===== src/rtl/pipe_rc_adder.sv =====
// Pipelined ripple-carry adder/subtractor.
// The operands are split into STAGES equal segments of WIDTH/STAGES bits.
// Stage k ripples segment k and registers its carry for stage k+1.
// Operand bits that have not been added yet travel alongside the carry.
// Sum segments that are already done travel alongside as well.
// As a result, every segment of one transaction leaves the last stage together.
//
// Handshake: a transfer happens on a rising edge where valid && ready are both 1.
// The producer holds valid and data stable until that edge; ready may be
// combinational. The whole pipeline advances when the output register is
// empty or is being drained (adv = !out_valid || out_ready). When adv is low,
// every register holds. in_ready equals adv.
module pipe_rc_adder #(
    parameter int WIDTH  = 24,
    parameter int STAGES = 3
) (
    input  logic             clk,
    input  logic             rst_n,
    input  logic             in_valid,
    output logic             in_ready,
    input  logic [WIDTH-1:0] a,
    input  logic [WIDTH-1:0] b,
    input  logic             cin,
    input  logic             sub,
    output logic             out_valid,
    input  logic             out_ready,
    output logic [WIDTH-1:0] sum,
    output logic             cout,
    output logic             ovf
);

    localparam int SEG  = WIDTH / STAGES;
    localparam int LAST = STAGES - 1;

    // Per-stage registers. b_q already holds b' (b inverted for subtract).
    logic [WIDTH-1:0] a_q [STAGES];
    logic [WIDTH-1:0] b_q [STAGES];
    logic [WIDTH-1:0] s_q [STAGES];
    logic             c_q [STAGES];
    logic             v_q [STAGES];
    logic             ovf_q;

    // Stage inputs: stage 0 reads the ports, and each later stage reads the previous register.
    logic [WIDTH-1:0] st_a [STAGES];
    logic [WIDTH-1:0] st_b [STAGES];
    logic [WIDTH-1:0] st_s [STAGES];
    logic             st_c [STAGES];
    logic             st_v [STAGES];

    // Stage results before registering
    logic [WIDTH-1:0] n_s [STAGES];
    logic             n_c [STAGES];
    logic             n_ovf;
    logic [SEG:0]     seg_r;
    logic             adv;

    assign out_valid = v_q[LAST];
    assign sum       = s_q[LAST];
    assign cout      = c_q[LAST];
    assign ovf       = ovf_q;
    assign adv       = !out_valid || out_ready;
    assign in_ready  = adv;

    // Select the inputs for each stage. sub forces carry-in 1 and inverts b on entry.
    always_comb begin
        st_a[0] = a;
        st_b[0] = sub ? ~b : b;
        st_c[0] = sub | cin;
        st_s[0] = '0;
        st_v[0] = in_valid;
        for (int k = 1; k < STAGES; k++) begin
            st_a[k] = a_q[k-1];
            st_b[k] = b_q[k-1];
            st_c[k] = c_q[k-1];
            st_s[k] = s_q[k-1];
            st_v[k] = v_q[k-1];
        end
    end

    // Ripple one segment per stage. The final stage also derives the signed overflow.
    always_comb begin
        seg_r = '0;
        n_ovf = 1'b0;
        for (int k = 0; k < STAGES; k++) begin
            seg_r = {1'b0, st_a[k][k*SEG +: SEG]}
                  + {1'b0, st_b[k][k*SEG +: SEG]}
                  + {{SEG{1'b0}}, st_c[k]};
            n_s[k] = st_s[k];
            n_s[k][k*SEG +: SEG] = seg_r[SEG-1:0];
            n_c[k] = seg_r[SEG];
        end
        // carry into MSB = s ^ a ^ b' at that bit; overflow = that XOR carry out
        n_ovf = (n_s[LAST][WIDTH-1] ^ st_a[LAST][WIDTH-1] ^ st_b[LAST][WIDTH-1])
              ^ n_c[LAST];
    end

    // Pipeline registers: cleared by reset, and advance together only when adv is 1.
    always_ff @(posedge clk or negedge rst_n) begin
        if (!rst_n) begin
            for (int k = 0; k < STAGES; k++) begin
                a_q[k] <= '0;
                b_q[k] <= '0;
                s_q[k] <= '0;
                c_q[k] <= 1'b0;
                v_q[k] <= 1'b0;
            end
            ovf_q <= 1'b0;
        end else if (adv) begin
            for (int k = 0; k < STAGES; k++) begin
                a_q[k] <= st_a[k];
                b_q[k] <= st_b[k];
                s_q[k] <= n_s[k];
                c_q[k] <= n_c[k];
                v_q[k] <= st_v[k];
            end
            ovf_q <= n_ovf;
        end
    end

endmodule


===== config.mk =====
export PLATFORM = sky130hd
export DESIGN_NAME = pipe_rc_adder
export DESIGN_NICKNAME = d
export VERILOG_FILES = /design/src/rtl/pipe_rc_adder.sv
export SDC_FILE = /design/constraint.sdc
export NUM_CORES = 1
export LEC_CHECK = 0
export CAP_MARGIN = 30
export CELL_PAD_IN_SITES_DETAIL_PLACEMENT = 2
export CELL_PAD_IN_SITES_GLOBAL_PLACEMENT = 2
export CORE_ASPECT_RATIO = 0.5
export CORE_MARGIN = 1
export CORE_UTILIZATION = 33
export CTS_CLUSTER_DIAMETER = 80
export DETAILED_ROUTE_END_ITERATION = 16
export HOLD_SLACK_MARGIN = 0.08
export PLACE_DENSITY = 0.84
export SYNTH_ARGS = -nofsm -noshare
export SYNTH_HDL_FRONTEND = slang
export SYNTH_SLANG_ARGS = --single-unit

===== constraint.sdc =====
create_clock -name clk -period 2.9 [get_ports clk]
set_input_delay 0.58 -clock clk [delete_from_list [all_inputs] [get_ports clk]]
set_output_delay 0.58 -clock clk [all_outputs]
set_load 0.005 [all_outputs]

==> implementation parameters, run 1 <==
Parameter                              Value

Clock tree
  Setup fix buffers added after clock tree synthesis    0
  Clock tree from TritonCTS    done
  Clock Pin Slew Worst Setup and Hold Paths    0.07 ns
  Maximum number of buffers from clock root to sink    2
  Clock latency on the worst-skew pair    0.34 ns
  Number of levels in the clock H-tree    3
  Clock buffers created by TritonCTS    9
  Root buf cell    sky130_fd_sc_hd__clkbuf_16
  Cts repair resizes    0
  Post-cts hold buffer count    0
  Total clock sinks    103

Yosys
  Proportion of synthesized flip-flops having asynchronous set or reset    1.00
  Post-synthesis instance area    4970 sq um
  Synth area leaders    sky130_fd_sc_hd__dfrtp_1 (52%), sky130_fd_sc_hd__nand2_1 (15%), sky130_fd_sc_hd__ha_1 (5.3%)
  Number of instances in the synthesized netlist    538
  Number of flops mapped to enable cells by yosys    0
  Total of warnings raised by yosys    0
  Average instance area after synthesis    9.24 sq um
  Part of the Yosys area used for sequential elements    0.519
  Yosys top cell area share    0.519
  Yosys cell types    33
  Post-synthesis net count    619
  Synthesized flop and latch total    103
  Ys flop type    sky130_fd_sc_hd__dfrtp_1
  Cell taking the most area after synthesis    sky130_fd_sc_hd__dfrtp_1
  Most frequently used cell type in the post-synthesis netlist    sky130_fd_sc_hd__nand2_1
  Commonest cells in the synthesized netlist    sky130_fd_sc_hd__nand2_1 (203), sky130_fd_sc_hd__dfrtp_1 (103), sky130_fd_sc_hd__o21ai_0 (29)

Placed design
  Port Buf Inserts    81
  Detail Placement HPWL    9.31 mm
  Final weighted congestion in routability-driven placement    between 0.7 and 0.8

STA
  Fmax    between 300 and 400 MHz
  Finish-stage setup viols    0
  Final sum of negative setup slack    0 ns
  Count of pins over their slew limit    0
  Unrepaired setup endpoints after global routing    false
  Clock skew after layout    between 0.009 and 0.01 ns
  Final period utilization    0.925
  Slew headroom    0.594
  Final hold vios    0
  Min Clock Period, post-route    2.68 ns
  Worst-Margin Slew    0.609 ns
  Tightest hold margin    0.240 ns

Run status
  Outcome    completed

Global route
  Remaining global-route overflow    0
  Vias in the first global route    between 4000 and 5000
  Overall routing resource usage    0.193
  Number of antenna violations at the first check in global routing    0
  Wire length of the first global-routing pass    23.1 mm
  Pin count of the biggest net entering global routing    about 100

Die
  Placement Rows    31
  Overall die area    ~16000 sq um
  Ports placed on the boundary    82
  Width of the die    176 um
  Initial cell density of the core    0.341
  Height of the die    about 89 um
  Std-Cell Core Area    14600 sq um

Cells and area
  Share of post-route cells with drive strength above 1    0.0600
  Layout Area Growth over Synthesis    28.3%
  Antenna diode instance count    0
  Final net count    695

Route
  Wire length per cell    roughly 17 um
  Number of detailed-route iterations in the first pass    4
  Starting DRT DRC Count    136
  Via count    3892
  Routed via count divided by cell count    4.78
  Total detailed-routing wirelength    13.8 mm
  Count of unresolved DRC violations after routing    0
  Post-DRT Antenna Nets    0

Hold path
  Class of the tightest hold or removal check    input pin to async pin

Pwr
  Pwr dens    roughly 1000 nW/um^2
  Leakage dissipation    0.00298 uW
  Worst IR Drop VDD    around 330 uV

Worst setup path
  Critical path type    input pin to flop
  Max stage delay cell, worst path    sky130_fd_sc_hd__clkdlybuf4s50_1
  Arrival time reported for the critical path endpoint    2.89 ns
  Cell class contributing the biggest share of worst-path delay    adder cells
  CP Buf/Inv Count    2
  Maximum fanout count along the critical path    2
  Slowest cell delay on critical path    around 0.47 ns
  Required time of the worst setup path    3.10 ns
  Setup crit end kind    flop
  Series of cell instances along the critical path    clkdlybuf4s50_1 > xor2_1 > fa_1 > inv_1 > fa_1 > nor2b_1 > o21ai_0 > a21boi_0 > o21ai_0 > nand2b_1 > xnor2_1 > a21oi_1
  Startpoint Class    input pin

Job
  MaxCap Viol Count    0
==> kinds of logic after synthesis <==
group,synth area share
buf+inv,0.0315
flops,0.519
compound gates,0.0851
simple gates,0.206
mux,0.00806
xor+xnor,0.0738
fa+ha+maj,0.0770
==> flip-flops by register name, summed over array words and instances, names as in the netlist <==
signal and cells:
st_v 2, ovf 1, out_valid 1, n_s 24, cout 1, c_q 2, sum 24, a_q 24
b_q 24
==> through the flow <==
step / worst slack [ns] / std cells / total power, uW / util / area, sq um
after floorplan: 0.0529 / 538 / 3830 / - / 4970
after global placement: -0.00244 / 801 / 4710 / 0.413 / 6020
after detailed placement: -0.125 / 801 / 4900 / 0.413 / 6020
after CTS: 0.226 / 815 / 6500 / 0.437 / 6380
after global routing: 0.0378 / 815 / 6860 / 0.437 / 6380
final: 0.216 / 815 / 6380 / 0.437 / 6380
==> path summary, 6_finish.rpt <==
check                                    start             endpoint  slack, ns  cells after the start
hold / removal                           rst_n  sum[23]$_DFFE_PN0P_       0.24                      1
max in group asynchronous                rst_n  n_s[29]$_DFFE_PN0P_       1.84                      2
setup / recovery                          b[0]  n_s[30]$_DFFE_PN0P_       0.22                     12
min in group clk            sum[2]$_DFFE_PN0P_   sum[2]$_DFFE_PN0P_       0.46                      2
hold reg to reg             sum[2]$_DFFE_PN0P_   sum[2]$_DFFE_PN0P_       0.46                      2
setup reg to reg           a_q[40]$_DFFE_PN0P_      ovf$_DFFE_PN0P_       0.45                     10
==> worst register-to-register path: cells and delay by family, from the launching register on <==
family / cells / cell delay, ns
compound gates: 4 / 0.72
xor+xnor: 2 / 0.30
fa+ha+maj: 2 / 0.69
buf+inv: 1 / 0.10
flops: 1 / 0.41
simple gates: 1 / 0.08
==> cells in the final DEF, fill, tap and decap left out, types with 2 or more instances in the layout <==
cell	n
sky130_fd_sc_hd__nand2_1	203
sky130_fd_sc_hd__inv_1	12
sky130_fd_sc_hd__a21o_1	2
sky130_fd_sc_hd__o31ai_1	2
sky130_fd_sc_hd__fa_1	6
sky130_fd_sc_hd__mux2i_1	4
sky130_fd_sc_hd__nor3b_1	6
sky130_fd_sc_hd__xor2_1	18
sky130_fd_sc_hd__clkdlybuf4s50_1	79
sky130_fd_sc_hd__clkbuf_16	9
sky130_fd_sc_hd__o21ai_0	29
sky130_fd_sc_hd__a21boi_0	4
sky130_fd_sc_hd__or2_2	3
sky130_fd_sc_hd__nor2b_1	5
sky130_fd_sc_hd__bufinv_16	4
sky130_fd_sc_hd__a21oi_2	2
sky130_fd_sc_hd__ha_1	21
sky130_fd_sc_hd__nand2b_1	6
sky130_fd_sc_hd__dfrtp_1	103
sky130_fd_sc_hd__buf_12	2
sky130_fd_sc_hd__xnor2_1	22
sky130_fd_sc_hd__nor3_1	2
sky130_fd_sc_hd__o22ai_1	2
sky130_fd_sc_hd__nor2_1	26
sky130_fd_sc_hd__buf_4	9
sky130_fd_sc_hd__a21oi_1	23
==> per-layer routing <==
metal  wire length [um]  track usage  share of wire  vias up
met4                221       0.0545          0.016        0
met3                467       0.0378          0.034       20
met1               5980        0.226           0.43     1951
met2               7150        0.364           0.52       63
li1                   -            -              -     1858
met5                  0            0              0        -
==> power breakdown <==
| group | leakage (uW) | internal (uW) | switching (uW) |
|---|---|---|---|
| clock | 0.000173 | 928 | 545 |
| sequential | 0.00123 | 2010 | 365 |
| combinational | 0.00158 | 1210 | 1320 |
| total | 0.00298 | 4150 | 2230 |
==> cell type report <==
class	count	area, sq um
flip-flops and latches	103	2580
repair buffers	91	903
fillers	1591	8210
clock inverters	5	131
clock buffers	9	225
multi-input cells	396	2240
inverters	13	48.8
well taps	198	248
Note: power is estimated with default switching activity, not from simulation.
==> run 2: changes to the inputs <==
--- a/config.mk
+++ b/config.mk
@@ -15,6 +15,8 @@
 export DETAILED_ROUTE_END_ITERATION = 16
 export HOLD_SLACK_MARGIN = 0.08
 export PLACE_DENSITY = 0.84
+export RECOVER_POWER = 25
+export SETUP_SLACK_MARGIN = 0.5
 export SYNTH_ARGS = -nofsm -noshare
 export SYNTH_HDL_FRONTEND = slang
 export SYNTH_SLANG_ARGS = --single-unit
==> run 2 against run 1 <==
  * Clock-buffer cell count grew 2
  * Register-to-register slack gained 0.14 ns
  * Global-route usage shrank 1.2 points
  * Clock power shrank 23%
  * Sequential power is essentially flat
  * Final area grew 1.5%
  * Setup slack gained 0.35 ns
  * Worst hold slack gained 0.23 ns
  * Critical path type unchanged
  * Largest cell class unchanged
==> implementation parameters, run 2 (synthesized netlist as in run 1, its figures left out) <==
Parameter                              Value

Run status
  Outcome    completed (unchanged)

Cells and area
  FF+latch area    2580 sq um (unchanged)
  Final Instance Area    6470 sq um (was 6380 sq um)
  Commonest non-fill, non-tap cell in the layout    sky130_fd_sc_hd__nand2_1 (unchanged)
  Area taken by multi-input logic gates    2320 sq um (was 2240 sq um)
  Share of post-route cells with drive strength above 1    0.109 (was 0.0600)
  Final net count    709 (was 695)
  Antenna diode instance count    0 (unchanged)
  Most used cells in the layout excluding fill and tap cells    sky130_fd_sc_hd__nand2_1 (203), sky130_fd_sc_hd__dfrtp_1 (103), sky130_fd_sc_hd__clkdlybuf4s50_1 (75), sky130_fd_sc_hd__nor2_1 (26), sky130_fd_sc_hd__o21ai_0 (25) (was sky130_fd_sc_hd__nand2_1 (203), sky130_fd_sc_hd__dfrtp_1 (103), sky130_fd_sc_hd__clkdlybuf4s50_1 (79), sky130_fd_sc_hd__o21ai_0 (29), sky130_fd_sc_hd__nor2_1 (26))
  Number of filler instances in the final layout    1618 (was 1591)
  Post-route non-filler standard cell count    831 (was 815)
  Layout Area Growth over Synthesis    30.3% (was 28.3%)

Worst setup path
  Register-to-Register Path Depth    10 (unchanged)
  Maximum fanout count along the critical path    3 (was 2)
  Required time of the worst setup path    3.10 ns (about the same)
  Setup crit end kind    flop (unchanged)
  Arrival time reported for the critical path endpoint    2.54 ns (was 2.89 ns)
  Startpoint Class    input pin (unchanged)
  Critical path type    input pin to flop (unchanged)

Pwr
  Leakage dissipation    0.00303 uW (was 0.00298 uW)
  Worst IR Drop VDD    321 uV (was 333 uV)
  Pwr Total    6120 uW (was 6380 uW)
  Pwr dens    945 nW/um^2 (was 1000 nW/um^2)

Clock tree
  Maximum number of buffers from clock root to sink    2 (unchanged)
  Clock buffers created by TritonCTS    9 (unchanged)
  Clock latency on the worst-skew pair    0.35 ns (was 0.34 ns)
  Number of levels in the clock H-tree    3 (unchanged)
  Post-cts hold buffer count    0 (unchanged)
  Root buf cell    sky130_fd_sc_hd__clkbuf_16 (unchanged)
  Clock Pin Slew Worst Setup and Hold Paths    0.06 ns (was 0.07 ns)
  Total clock sinks    103 (unchanged)
  Clock tree from TritonCTS    done (unchanged)

Route
  Total detailed-routing wirelength    13.1 mm (was 13.8 mm)
  Post-DRT Antenna Nets    0 (unchanged)
  Starting DRT DRC Count    99 (was 136)
  Routed via count divided by cell count    4.70 (was 4.78)
  Via count    3902 (was 3892)
  Number of detailed-route iterations in the first pass    4 (unchanged)
  Wire length per cell    15.7 um (was 17.0 um)
  Count of unresolved DRC violations after routing    0 (unchanged)

STA
  Count of pins over their slew limit    0 (unchanged)
  Finish-stage setup viols    0 (unchanged)
  Unrepaired setup endpoints after global routing    true (was false)
  Tightest hold margin    0.467 ns (was 0.240 ns)
  Min Clock Period, post-route    2.34 ns (was 2.68 ns)
  Slew headroom    0.173 (was 0.594)
  Final hold vios    0 (unchanged)
  Fmax    428 MHz (was 373 MHz)
  Worst-Margin Slew    1.24 ns (was 0.609 ns)
  Clock skew after layout    0.0103 ns (was 0.00947 ns)
  Final period utilization    0.806 (was 0.925)

Die
  Width of the die    176 um (unchanged)
  Overall die area    15600 sq um (unchanged)
  Height of the die    88.8 um (unchanged)
  Initial cell density of the core    0.341 (unchanged)
  Std-Cell Core Area    14600 sq um (unchanged)
  Ports placed on the boundary    82 (unchanged)
  Placement Rows    31 (unchanged)

Global route
  Vias in the first global route    4230 (was 4440)
  Remaining global-route overflow    0 (unchanged)
  Overall routing resource usage    0.181 (was 0.193)
  Number of antenna violations at the first check in global routing    0 (unchanged)
  Wire length of the first global-routing pass    21.7 mm (was 23.1 mm)
  Pin count of the biggest net entering global routing    102 (unchanged)

Hold path
  Hold Path Cell Cnt    2
  Class of the tightest hold or removal check    flop to flop (was input pin to async pin)

Job
  MaxCap Viol Count    0 (unchanged)

Placed design
  Post-placement cell count    799 (was 801)
  Post-detailed-placement cell area    6020 sq um (about the same)
  Final weighted congestion in routability-driven placement    0.809 (was 0.767)
  Port Buf Inserts    81 (unchanged)
  Detail Placement HPWL    8.98 mm (was 9.31 mm)
[run 2: cell types whose count changed in the layout (fill, tap and decap cells not counted), moves of 4 or more]
| cell | before | now |
|---|---|---|
| sky130_fd_sc_hd__clkdlybuf4s50_1 | 79 | 75 |
| sky130_fd_sc_hd__bufinv_16 | 4 | 0 |
| sky130_fd_sc_hd__fa_1 | 6 | 2 |
| sky130_fd_sc_hd__buf_4 | 9 | 20 |
| sky130_fd_sc_hd__o21ai_0 | 29 | 25 |
| sky130_fd_sc_hd__fa_2 | 0 | 4 |
[run 2: what timing repair did]
action,in CTS,in global routing
pin swaps,18,9
setup endpoints to repair,5,8
buffers inserted,12,4
resized for setup,12,11
[run 2: final timing paths]
| kind | from | endpoint | slack (ns) |
|---|---|---|---|
| worst max-delay path | b[2] | n_s[30]$_DFFE_PN0P_ | 0.56 |
| worst min-delay path | sum[8]$_DFFE_PN0P_ | sum[8]$_DFFE_PN0P_ | 0.47 |
| worst max register to register | a_q[40]$_DFFE_PN0P_ | ovf$_DFFE_PN0P_ | 0.59 |
| worst min register to register | sum[8]$_DFFE_PN0P_ | sum[8]$_DFFE_PN0P_ | 0.47 |
| max in group asynchronous | rst_n | sum[4]$_DFFE_PN0P_ | 0.97 |
| min in group asynchronous | rst_n | cout$_DFFE_PN0P_ | 0.48 |
[run 2: final cells by class]
class | instances | area share
Clock inverter | 5 | 0.00522
Clock buffer | 11 | 0.0359
Timing Repair Buffer | 105 | 0.156
Sequential cell | 103 | 0.398
Tap cell | 198 | 0.0383
Multi-Input combinational cell | 396 | 0.359
Inverter | 13 | 0.00754
[run 2: where the power goes]
group          switching (uW)  total (uW)  internal, uW  leakage (uW)
Clock                     545        1130           584      0.000126
Combinational            1340        2630          1300       0.00168
Sequential                345        2360          2010       0.00123
[run 2: stage by stage]
| stage | setup WS (ns) | setup TNS (ns) | utilization |
|---|---|---|---|
| 4_1_cts | 0.497 | 0 | 0.440 |
| 6_report | 0.563 | 0 | 0.444 |
| 3_5_place_dp | -0.0469 | -0.0469 | 0.413 |
| 5_1_grt | 0.467 | 0 | 0.444 |
| 3_3_place_gp | 0.0725 | 0 | 0.413 |
| 2_1_floorplan | 0.326 | 0 | - |
[run 2: worst max-delay path: stages]
cell and delay [ns]:
sky130_fd_sc_hd__clkdlybuf4s50_1 0.49, sky130_fd_sc_hd__xor2_1 0.20, sky130_fd_sc_hd__ha_1 0.31, sky130_fd_sc_hd__nor2b_2 0.18, sky130_fd_sc_hd__o21ai_2 0.17, sky130_fd_sc_hd__a21boi_2 0.09
sky130_fd_sc_hd__o21ai_1 0.14, sky130_fd_sc_hd__nand2b_1 0.11, sky130_fd_sc_hd__xnor2_1 0.18, sky130_fd_sc_hd__a21oi_1 0.09
[run 2: metal layers]
metal | global-route usage | wire, um | vias to the layer above
li1 | - | - | 1885
met5 | 0 | 0 | -
met1 | 0.234 | 6160 | 1948
met4 | 0.0427 | 147 | 0
met3 | 0.0365 | 414 | 13
met2 | 0.316 | 6340 | 56
==> run 3: changes to the inputs <==
==> constraint.sdc (replaced) <==
create_clock -name clk -period 2.3 [get_ports clk]
set_input_delay 0.46 -clock clk [delete_from_list [all_inputs] [get_ports clk]]
set_output_delay 0.46 -clock clk [all_outputs]
set_load 0.005 [all_outputs]
==> run 3 against run 2 <==
  * Sequential power up 29%
  * Utilization up 3.1 points
  * Setup slack worse by 0.70 ns
  * Final area up 7.0%
  * Critical path depth unchanged
  * Worst hold slack worse by 0.22 ns
  * Via count up 6.3%
  * Clock-buffer cell count unchanged
  * The run now ends with negative setup slack left
  * Register-to-register slack worse by 0.73 ns
  * Critical endpoint is now ovf$_DFFE_PN0P_
  * Largest power group unchanged
==> implementation parameters, run 3 (synthesized netlist as in run 1, its figures left out) <==
Parameter                              Value

Run status
  Outcome    finished, violations left (was completed)
  Violations in the final reports    negative setup slack

Global route
  Wire length of the first global-routing pass    24.8 mm (was 21.7 mm)
  Number of antenna violations at the first check in global routing    0 (unchanged)
  Overall routing resource usage    0.213 (was 0.181)
  Pin count of the biggest net entering global routing    102 (unchanged)
  Remaining global-route overflow    0 (unchanged)
  Vias in the first global route    4600 (was 4230)

Die
  Width of the die    176 um (unchanged)
  Std-Cell Core Area    14600 sq um (unchanged)
  Initial cell density of the core    0.341 (unchanged)
  Ports placed on the boundary    82 (unchanged)
  Overall die area    15600 sq um (unchanged)
  Placement Rows    31 (unchanged)
  Height of the die    88.8 um (unchanged)

Job
  MaxCap Viol Count    0 (unchanged)

Pwr
  Pwr dens    1300 nW/um^2 (was 945 nW/um^2)
  Clock group share of total power    0.177 (was 0.184)
  Leakage dissipation    0.00325 uW (was 0.00303 uW)
  Power spent charging and discharging nets    3470 uW (was 2230 uW)
  Share of total power in combinational logic    0.485 (was 0.430)
  Switching Share    0.385 (was 0.364)
  Internal portion of total power    5540 uW (was 3890 uW)
  Sequential Power Share    0.338 (was 0.385)
  Worst IR Drop VDD    432 uV (was 321 uV)

STA
  Fmax    410 MHz
  Min Clock Period, post-route    ~2.4 ns
  Finish-stage setup viols    4 (was 0)
  Worst-Margin Slew    0.981 ns (was 1.24 ns)
  Slew headroom    0.346 (was 0.173)
  Unrepaired setup endpoints after global routing    true (unchanged)
  Final period utilization    1.06
  Final hold vios    0 (unchanged)
  PnR worst setup slack    -0.140 ns (was 0.563 ns)
  Clock skew after layout    0.0137 ns (was 0.0103 ns)
  Count of pins over their slew limit    0 (unchanged)

Placed design
  Final weighted congestion in routability-driven placement    0.784 (was 0.809)
  Detail Placement HPWL    9.53 mm (was 8.98 mm)
  Post-detailed-placement cell area    6100 sq um (was 6020 sq um)
  Port Buf Inserts    81 (unchanged)

Worst setup path
  Register-to-Register Path Depth    10 (unchanged)
  Setup crit end kind    flop (unchanged)
  Required time of the worst setup path    2.51 ns (was 3.10 ns)
  Maximum fanout count along the critical path    2 (was 3)
  Critical path type    flop to flop (was input pin to flop)
  R2R Setup Slk    -0.14 ns (was 0.59 ns)
  Crit Reg-Reg Startpoint    a_q[40]$_DFFE_PN0P_ (unchanged)
  Critical R2R Capture    ovf$_DFFE_PN0P_ (unchanged)
  Startpoint Class    flop (was input pin)
  Arrival time reported for the critical path endpoint    2.65 ns (was 2.54 ns)

Route
  Number of detailed-route iterations in the first pass    5 (was 4)
  Via count    4148 (was 3902)
  Count of unresolved DRC violations after routing    0 (unchanged)
  Total detailed-routing wirelength    17.6 mm (was 13.1 mm)
  Wire length per cell    20.6 um (was 15.7 um)
  Post-DRT Antenna Nets    0 (unchanged)
  Routed via count divided by cell count    4.86 (was 4.70)
  Starting DRT DRC Count    188 (was 99)

Clock tree
  Clock latency on the worst-skew pair    0.36 ns (was 0.35 ns)
  Clock tree from TritonCTS    done (unchanged)
  Maximum number of buffers from clock root to sink    2 (unchanged)
  Root buf cell    sky130_fd_sc_hd__clkbuf_16 (unchanged)
  Post-cts hold buffer count    0 (unchanged)
  Total clock sinks    103 (unchanged)
  Clock buffers created by TritonCTS    9 (unchanged)
  Number of levels in the clock H-tree    3 (unchanged)
  Clock Pin Slew Worst Setup and Hold Paths    0.07 ns (was 0.06 ns)

Cells and area
  Commonest non-fill, non-tap cell in the layout    sky130_fd_sc_hd__nand2_1 (unchanged)
  Final Instance Area    6930 sq um (was 6470 sq um)
  Final design utilization    0.475 (was 0.444)
  Share of post-route cells with drive strength above 1    0.188 (was 0.109)
  Number of filler instances in the final layout    1541 (was 1618)
  Final net count    731 (was 709)
  Layout Area Growth over Synthesis    39.4% (was 30.3%)
  Most used cells in the layout excluding fill and tap cells    sky130_fd_sc_hd__nand2_1 (202), sky130_fd_sc_hd__dfrtp_1 (103), sky130_fd_sc_hd__clkdlybuf4s50_1 (70), sky130_fd_sc_hd__buf_4 (28) (was sky130_fd_sc_hd__nand2_1 (203), sky130_fd_sc_hd__dfrtp_1 (103), sky130_fd_sc_hd__clkdlybuf4s50_1 (75), sky130_fd_sc_hd__nor2_1 (26), sky130_fd_sc_hd__o21ai_0 (25))

Hold path
  Class of the tightest hold or removal check    input pin to async pin (was flop to flop)
-- run 3: final cells by class --
type	instances	area [sq um]	share of cell area
Antenna cell	1	2.50	0.000361
Clock buffer	11	243	0.0350
Clock inverter	4	55.1	0.00795
Inverter	13	51.3	0.00740
Multi-Input combinational cell	396	2530	0.366
Sequential cell	103	2580	0.372
Tap cell	198	248	0.0358
Timing Repair Buffer	127	1220	0.176
-- run 3: worst max-delay path by stage --
| stage | slack [ns] | depth (start not counted) | endpoint | start |
|---|---|---|---|---|
| global route | -0.24 | 10 | ovf$_DFFE_PN0P_ | a_q[40]$_DFFE_PN0P_ |
| CTS | 0.06 | 10 | ovf$_DFFE_PN0P_ | a_q[40]$_DFFE_PN0P_ |
| global placement | -0.39 | 12 | n_s[30]$_DFFE_PN0P_ | b[0] |
| floorplan | -0.15 | 13 | n_s[30]$_DFFE_PN0P_ | sub |
| detailed placement | -0.49 | 12 | n_s[30]$_DFFE_PN0P_ | b[0] |
| finish | -0.14 | 10 | ovf$_DFFE_PN0P_ | a_q[40]$_DFFE_PN0P_ |
-- run 3: power groups by stage --
| stage | registers [uW] | logic, uW | clock network (uW) |
|---|---|---|---|
| floorplan | 2910 | 1980 | 0 |
| detailed placement | 3020 | 3240 | 0 |
| finish | 3050 | 4370 | 1590 |
| global route | 3130 | 4730 | 1690 |
| global placement | 2980 | 3040 | 0 |
| CTS | 2990 | 3680 | 1620 |
-- run 3: routing by layer --
metal / GRT usage / vias up / part of all wire
met2: 0.411 / 86 / 0.53
met1: 0.240 / 2099 / 0.42
met5: 0 / - / 0
li1: - / 1929 / -
met3: 0.0464 / 34 / 0.035
met4: 0.0617 / 0 / 0.024
-- run 3: stage by stage --
| stage | total power [uW] | std cells | hold WS [ns] | worst slack [ns] | TNS, ns |
|---|---|---|---|---|---|
| final | 9010 | 853 | 0.244 | -0.140 | -0.247 |
| after floorplan | 4890 | 538 | 0.164 | -0.153 | -0.345 |
| after CTS | 8290 | 838 | 0.0919 | 0.0619 | 0 |
| after global placement | 6020 | 804 | 0.444 | -0.389 | -1.33 |
| after detailed placement | 6260 | 804 | 0.461 | -0.494 | -1.91 |
| after global routing | 9550 | 852 | 0.318 | -0.236 | -0.606 |
-- run 3: critical path: stages (launching register included) --
cell and delay [ns]:
sky130_fd_sc_hd__dfrtp_1 0.43, sky130_fd_sc_hd__fa_2 0.45, sky130_fd_sc_hd__inv_2 0.07, sky130_fd_sc_hd__fa_2 0.24, sky130_fd_sc_hd__nor2b_4 0.06, sky130_fd_sc_hd__o2111ai_2 0.17, sky130_fd_sc_hd__o21ai_2 0.11, sky130_fd_sc_hd__o41ai_4 0.33
sky130_fd_sc_hd__xnor2_2 0.18, sky130_fd_sc_hd__xnor2_1 0.16, sky130_fd_sc_hd__a21oi_1 0.10
-- run 3: timing repair --
action,4_1_cts,5_1_grt
gates resized for setup,43,42
setup endpoints to repair,19,19
hold endpoints to repair,0,0
setup buffers,19,14
pin swaps,37,32
cloned,0,0
